### config.mk
export PLATFORM = sky130hd
export DESIGN_NAME = universal_shift_reg
export DESIGN_NICKNAME = d
export VERILOG_FILES = /design/src/rtl/universal_shift_reg.sv
export SDC_FILE = /design/constraint.sdc
export NUM_CORES = 1
export LEC_CHECK = 0
export BUFFER_PORTS_ARGS = -buffer_cell sky130_fd_sc_hd__buf_4
export CAP_MARGIN = 20
export CORE_AREA = 5 5 42 44
export DETAILED_ROUTE_END_ITERATION = 8
export DIE_AREA = 0 0 47 49
export GPL_TIMING_DRIVEN = 0
export HOLD_SLACK_MARGIN = 0.02
export PLACE_DENSITY = 0.66
export SLEW_MARGIN = 10
export SYNTH_ARGS = -nofsm -noshare
export SYNTH_HDL_FRONTEND = slang
export SYNTH_HIERARCHICAL = 1
export SYNTH_SLANG_ARGS = --single-unit
### constraint.sdc
create_clock -name Clock -period 1.2 [get_ports Clock]
set_clock_uncertainty 0.05 [all_clocks]
set_input_delay 0.24 -clock Clock [delete_from_list [all_inputs] [get_ports Clock]]
set_output_delay 0.24 -clock Clock [all_outputs]
set_load 0.005 [all_outputs]
### src/rtl/universal_shift_reg.sv
// rtl/universal_shift_reg.sv - universal shift register built on per-bit dflipflop cells
// Hold / shift right / shift left / parallel load, with a modulo-WIDTH shift counter and word-done strobe.

module dflipflop (
  input  logic i_clk,
  input  logic i_rst,
  input  logic i_d,
  output logic o_q,
  output logic o_qn
);
  logic r_q;

  always_ff @(posedge i_clk or posedge i_rst) begin
    if (i_rst) r_q <= 1'b0;
    else       r_q <= i_d;
  end

  assign o_q  = r_q;
  assign o_qn = ~r_q;
endmodule

module universal_shift_reg #(
  parameter int WIDTH = 4,
  parameter int CW    = $clog2(WIDTH)
) (
  input  logic             Clock,
  input  logic             Reset,
  input  logic [1:0]       Mode,
  input  logic             SinR,
  input  logic             SinL,
  input  logic [WIDTH-1:0] Pin,
  output logic [WIDTH-1:0] Q,
  output logic [WIDTH-1:0] Qn,
  output logic             SoutR,
  output logic             SoutL,
  output logic [CW-1:0]    Count,
  output logic             WordDone
);
  localparam logic [CW-1:0] LAST = CW'(WIDTH - 1);

  logic [WIDTH-1:0] w_q;
  logic [WIDTH-1:0] w_q_next;
  logic [CW-1:0]    w_cnt;
  logic [CW-1:0]    w_cnt_next;
  logic             w_done;
  logic             w_done_next;
  logic             w_shift;
  logic [CW:0]      w_unused_qn;

  assign w_shift = Mode[0] ^ Mode[1];

  always_comb begin
    w_q_next = w_q;
    case (Mode)
      2'b01:   w_q_next = {SinR, w_q[WIDTH-1:1]};
      2'b10:   w_q_next = {w_q[WIDTH-2:0], SinL};
      2'b11:   w_q_next = Pin;
      default: w_q_next = w_q;
    endcase
  end

  // Out-of-range counts (non power-of-2 WIDTH) fall back to 0 on the next shift without a strobe.
  always_comb begin
    w_cnt_next  = w_cnt;
    w_done_next = 1'b0;
    if (Mode == 2'b11) begin
      w_cnt_next = '0;
    end else if (w_shift) begin
      if (w_cnt == LAST) begin
        w_cnt_next  = '0;
        w_done_next = 1'b1;
      end else if (w_cnt > LAST) begin
        w_cnt_next = '0;
      end else begin
        w_cnt_next = w_cnt + CW'(1);
      end
    end
  end

  for (genvar i = 0; i < WIDTH; i++) begin : g_q
    dflipflop u_ff (
      .i_clk (Clock),
      .i_rst (Reset),
      .i_d   (w_q_next[i]),
      .o_q   (w_q[i]),
      .o_qn  (Qn[i])
    );
  end

  for (genvar i = 0; i < CW; i++) begin : g_cnt
    dflipflop u_ff (
      .i_clk (Clock),
      .i_rst (Reset),
      .i_d   (w_cnt_next[i]),
      .o_q   (w_cnt[i]),
      .o_qn  (w_unused_qn[i])
    );
  end

  dflipflop u_done_ff (
    .i_clk (Clock),
    .i_rst (Reset),
    .i_d   (w_done_next),
    .o_q   (w_done),
    .o_qn  (w_unused_qn[CW])
  );

  assign Q        = w_q;
  assign SoutR    = w_q[0];
  assign SoutL    = w_q[WIDTH-1];
  assign Count    = w_cnt;
  assign WordDone = w_done;
endmodule

# Word level (Yosys, flattened, before mapping)
# Index checks and enable logic that the tools add are counted.
dict set report classes {
  addsub 1
  magnitude_cmp 1
  n_eq_ne 4
  mux 8
  bitwise 5
  reduce_logical 2
}
# op n
set ops {}
lappend ops {{case mux 4 bit (3 select lines)} 1}
lappend ops {{2-to-1 mux 2 bit} 4}
lappend ops {{equality test 2 bit, second input constant} 3}
lappend ops {{NOT 1 bit} 4}
lappend ops {{2-to-1 mux 1 bit} 3}
lappend ops {{nonzero test 3 bit} 1}
lappend ops {{adder 2 x 1 -> 2 bit, second input constant} 1}
lappend ops {{equality test 2 x 1 -> 1 bit, second input constant} 1}
lappend ops {{greater-than comparator 2 bit, second input constant} 1}
lappend ops {{nonzero test 2 bit} 1}
lappend ops {{bitwise XOR 1 bit} 1}
dict set report totals {
  ff_bits 7
  output_inout_bits 13
  word_cells 28
}

# Longest topological paths before layout
dict set report logic_depth {
  depth_word 5
  mapped_depth 4
}

# By module
# Netlist, hierarchy kept.
# module instances cells_each area_each_um2 seq_area_each_um2
set modules_own_cells {}
lappend modules_own_cells {universal_shift_reg 1 29 229.0 0.0}
lappend modules_own_cells {dflipflop 7 3 32.5 25.0}

# Worst setup path before layout
# Ideal clock, no wire load.
dict set report synth_timing {
  kind {reg-to-reg}
  from {reg g_cnt[0].u_ff.r_q}
  to {reg g_cnt[0].u_ff.r_q}
  t_arrival_ns 1.096
  required_time_ns 1.077
  slack_ns -0.020
  path_stages_with_launch 4
  n_path_buf 0
  path_cell_list {dfrtp_1 -> ha_1 -> or3b_1 -> a21oi_2}
}
dict set report synth_between {
  elab_chain_cells 5
}
# item line
set synth_rtl {}
lappend synth_rtl {{start, declared} 11} ;# logic r_q;
lappend synth_rtl {{start signal, assigned} 15} ;# else r_q <= i_d;
lappend synth_rtl {{adder 2 x 1 -> 2 bit / greater-than comparator 2 bit (equally long branches)} {75, 72}}
lappend synth_rtl {{2-to-1 mux 2 bit} 72} ;# end else if (w_cnt > LAST) begin
lappend synth_rtl {{2-to-1 mux 2 bit *} 69} ;# if (w_cnt == LAST) begin
lappend synth_rtl {{2-to-1 mux 2 bit *} 68} ;# end else if (w_shift) begin
lappend synth_rtl {{2-to-1 mux 2 bit *} 66} ;# if (Mode == 2'b11) begin
lappend synth_rtl {{via w_cnt_next[0]} 44} ;# logic [CW-1:0] w_cnt_next;
# The timed path passes the listed nets; every way through them passes the cells marked *. The select of a mux whose other input is x is not followed.
# A chain may end at the register's enable or synchronous reset.

# Final worst setup path
dict set report layout_timing {
  from {reg g_cnt[1].u_ff.r_q}
  to {reg g_cnt[0].u_ff.r_q}
}
dict set report layout_between {
  elab_chain_cells 5
}
# item line
set layout_rtl {}
lappend layout_rtl {{start, declared} 11}
lappend layout_rtl {{start signal, assigned} 15}
lappend layout_rtl {{greater-than comparator 2 bit} 72}
lappend layout_rtl {{2-to-1 mux 2 bit} 72}
lappend layout_rtl {{2-to-1 mux 2 bit *} 69}
lappend layout_rtl {{2-to-1 mux 2 bit *} 68}
lappend layout_rtl {{2-to-1 mux 2 bit *} 66}
lappend layout_rtl {{via w_cnt_next[0]} 44}
# Marked as above.

==> results_dict.tcl <==
set metrics [dict create \
    crit_chain "ha_2 -> or3b_1 -> a21oi_2" \
    slowest_stage "dfrtp_1" \
    startpoint_type "flop" \
    die_h_um 49 \
    cts_sinks 7 \
    drtAntennaViolNets 0 \
    cts_tree "done" \
    drc_errors 0 \
    wl_per_cell_um 11.2 \
    clockRootBuffer "clkbuf_4" \
    cp-end-kind "flop" \
    htree_num_levels 1 \
    place_area_um2 633 \
    clk_path_buf_depth 2 \
    dpl.cell_count 85 \
    clkTransAtPathRegs_ns 0.06 \
    status "finished clean" \
    power_density_nw_per_um2 1240 \
    gp_congestion 0.753 \
    antenna_found_initial 0 \
    syn_inst 47 \
    fin_crit_sh 0.987 \
    fin_nets 90 \
    grt_pass1_wl_um 1590 \
    post-route-util 0.479 \
    p_total_mw 0.833 \
    finalMaxSlewViolations 0 \
    max_cap_viol_count 0 \
    layout.cells.non_filler 90 \
    syn-mean-instance-area_um2 9.48 \
    maxSlewHeadroom 0.790 \
    period_minus_slack_ns 1.18 \
    slowest_delay_ns 0.40 \
    wirelength_um 1010 \
    dpl.hpwl_um 794 \
    criticalPathCategory "reg2reg" \
    dieWidth_um 47 \
    irDropWorstVdd_v 0.000600 \
    yosysWarningCount 6 \
    drive_gt1_frac 0.419 \
    via_count 413 \
    p_leak_nw 0.383 \
    drt_iter0_drc 27 \
    grt_pass1_vias 376 \
    grt_max_degree 8 \
    hold_class "in2reg" \
    antenna_cells 0 \
    synth_nets 62 \
    worst_pin_slew_ns 0.314 \
    portBuffers 22 \
    crit_fanout 3 \
    fp-row-count 14 \
    routed_via_density 4.59 \
    boundaryPins 23 \
    setup_viol 0 \
    cp.required_ns 1.34 \
    numCtsBuffers 3 \
    dieArea_um2 2300 \
    grt_use_total 0.0945 \
    design_area_um2 672 \
    clock_latency_ns 0.25 \
    synthToLayoutAreaGrowth_pct 50.8 \
    rsz0062_at_grt "true" \
    fmax_mhz 844 \
    start_util 0.318 \
    cp.arrival_ns 1.32 \
    finalSetupTns_ns 0 \
    gr-total-overflow 0 \
    syn_area_um2 445 \
    dr.pass1.iters 4 \
    core_area_um2 1400 \
    finalHoldViolations 0 \
]
==> worst max-delay path: cells and delay by family, from the launching register on <==
kind                     cells  cell delay, ns
AO/OA/AOI/OAI                1            0.12
AND/OR/NAND/NOR              1            0.36
adder cells (fa/ha/maj)      1            0.19
flip-flops                   1            0.40
==> state kept, by name (all words and copies together) (netlist names) <==
signal / cells
g_cnt.u_ff/o_q: 2
g_q.u_ff/o_q: 4
u_done_ff/o_q: 1
==> final timing paths <==
check	from	to	slack (ns)	depth (start not counted)
max	g_cnt[1].u_ff/o_q$_DFF_PP0_	g_cnt[0].u_ff/o_q$_DFF_PP0_	0.02	3
min	Pin[0]	g_q[0].u_ff/o_q$_DFF_PP0_	0.23	3
max reg2reg	g_cnt[1].u_ff/o_q$_DFF_PP0_	g_cnt[0].u_ff/o_q$_DFF_PP0_	0.02	3
min reg2reg	g_cnt[1].u_ff/o_q$_DFF_PP0_	g_cnt[1].u_ff/o_q$_DFF_PP0_	0.52	2
max in group asynchronous	Reset	g_q[2].u_ff/o_q$_DFF_PP0_	0.62	3
min in group asynchronous	Reset	g_q[3].u_ff/o_q$_DFF_PP0_	0.38	3
==> layer usage <==
metal  share of wire  global-route usage
met1            0.44               0.135
met4               0              0.0276
met2            0.49               0.129
met3           0.077              0.0369
met5               0                   0
==> power by group <==
group	total, mW	switching (mW)	internal (mW)
Combinational	0.289	0.111	0.178
Clock	0.221	0.0987	0.122
Sequential	0.323	0.0435	0.280
Total	0.833	0.254	0.580
==> placed cells by master, fill, tap and decap left out <==
master	instances
buf_4	24
dfrtp_2	1
a222oi_1	4
dlygate4sd3_1	1
or3b_1	1
dfrtp_1	6
buf_1	1
inv_1	17
nand2b_1	1
mux2i_1	5
clkinv_2	1
a21oi_2	1
nor2_1	2
ha_1	4
nand2_1	1
ha_2	1
clkbuf_4	3
==> timing repair <==
| item | in CTS | in global routing |
|---|---|---|
| setup endpoints to repair | 3 | 4 |
| hold endpoints to repair | 7 | 0 |
| pin swaps | 2 | 2 |
| gates resized for setup | 0 | 1 |
| hold buffers | 1 | 0 |
| buffers inserted | 2 | 1 |
==> metrics by stage <==
| stage | worst slack (ns) | hold WS, ns |
|---|---|---|
| 2_1_floorplan | 0.0135 | -0.0813 |
| 3_3_place_gp | -0.114 | 0.0814 |
| 3_5_place_dp | -0.138 | 0.0829 |
| 4_1_cts | 0.00556 | 0.236 |
| 5_1_grt | -0.0275 | 0.238 |
| 6_report | 0.0156 | 0.234 |
==> cell type report <==
type | instances | area [um2]
buffer | 1 | 3.75
clock buffer | 3 | 22.5
clock inverter | 1 | 5.00
fill | 146 | 729
inverter | 17 | 63.8
multi-input combinational | 20 | 190
sequential | 7 | 176
tap | 16 | 20.0
timing repair buffer | 25 | 190
No activity file was read; power rests on OpenSTA's default activity.
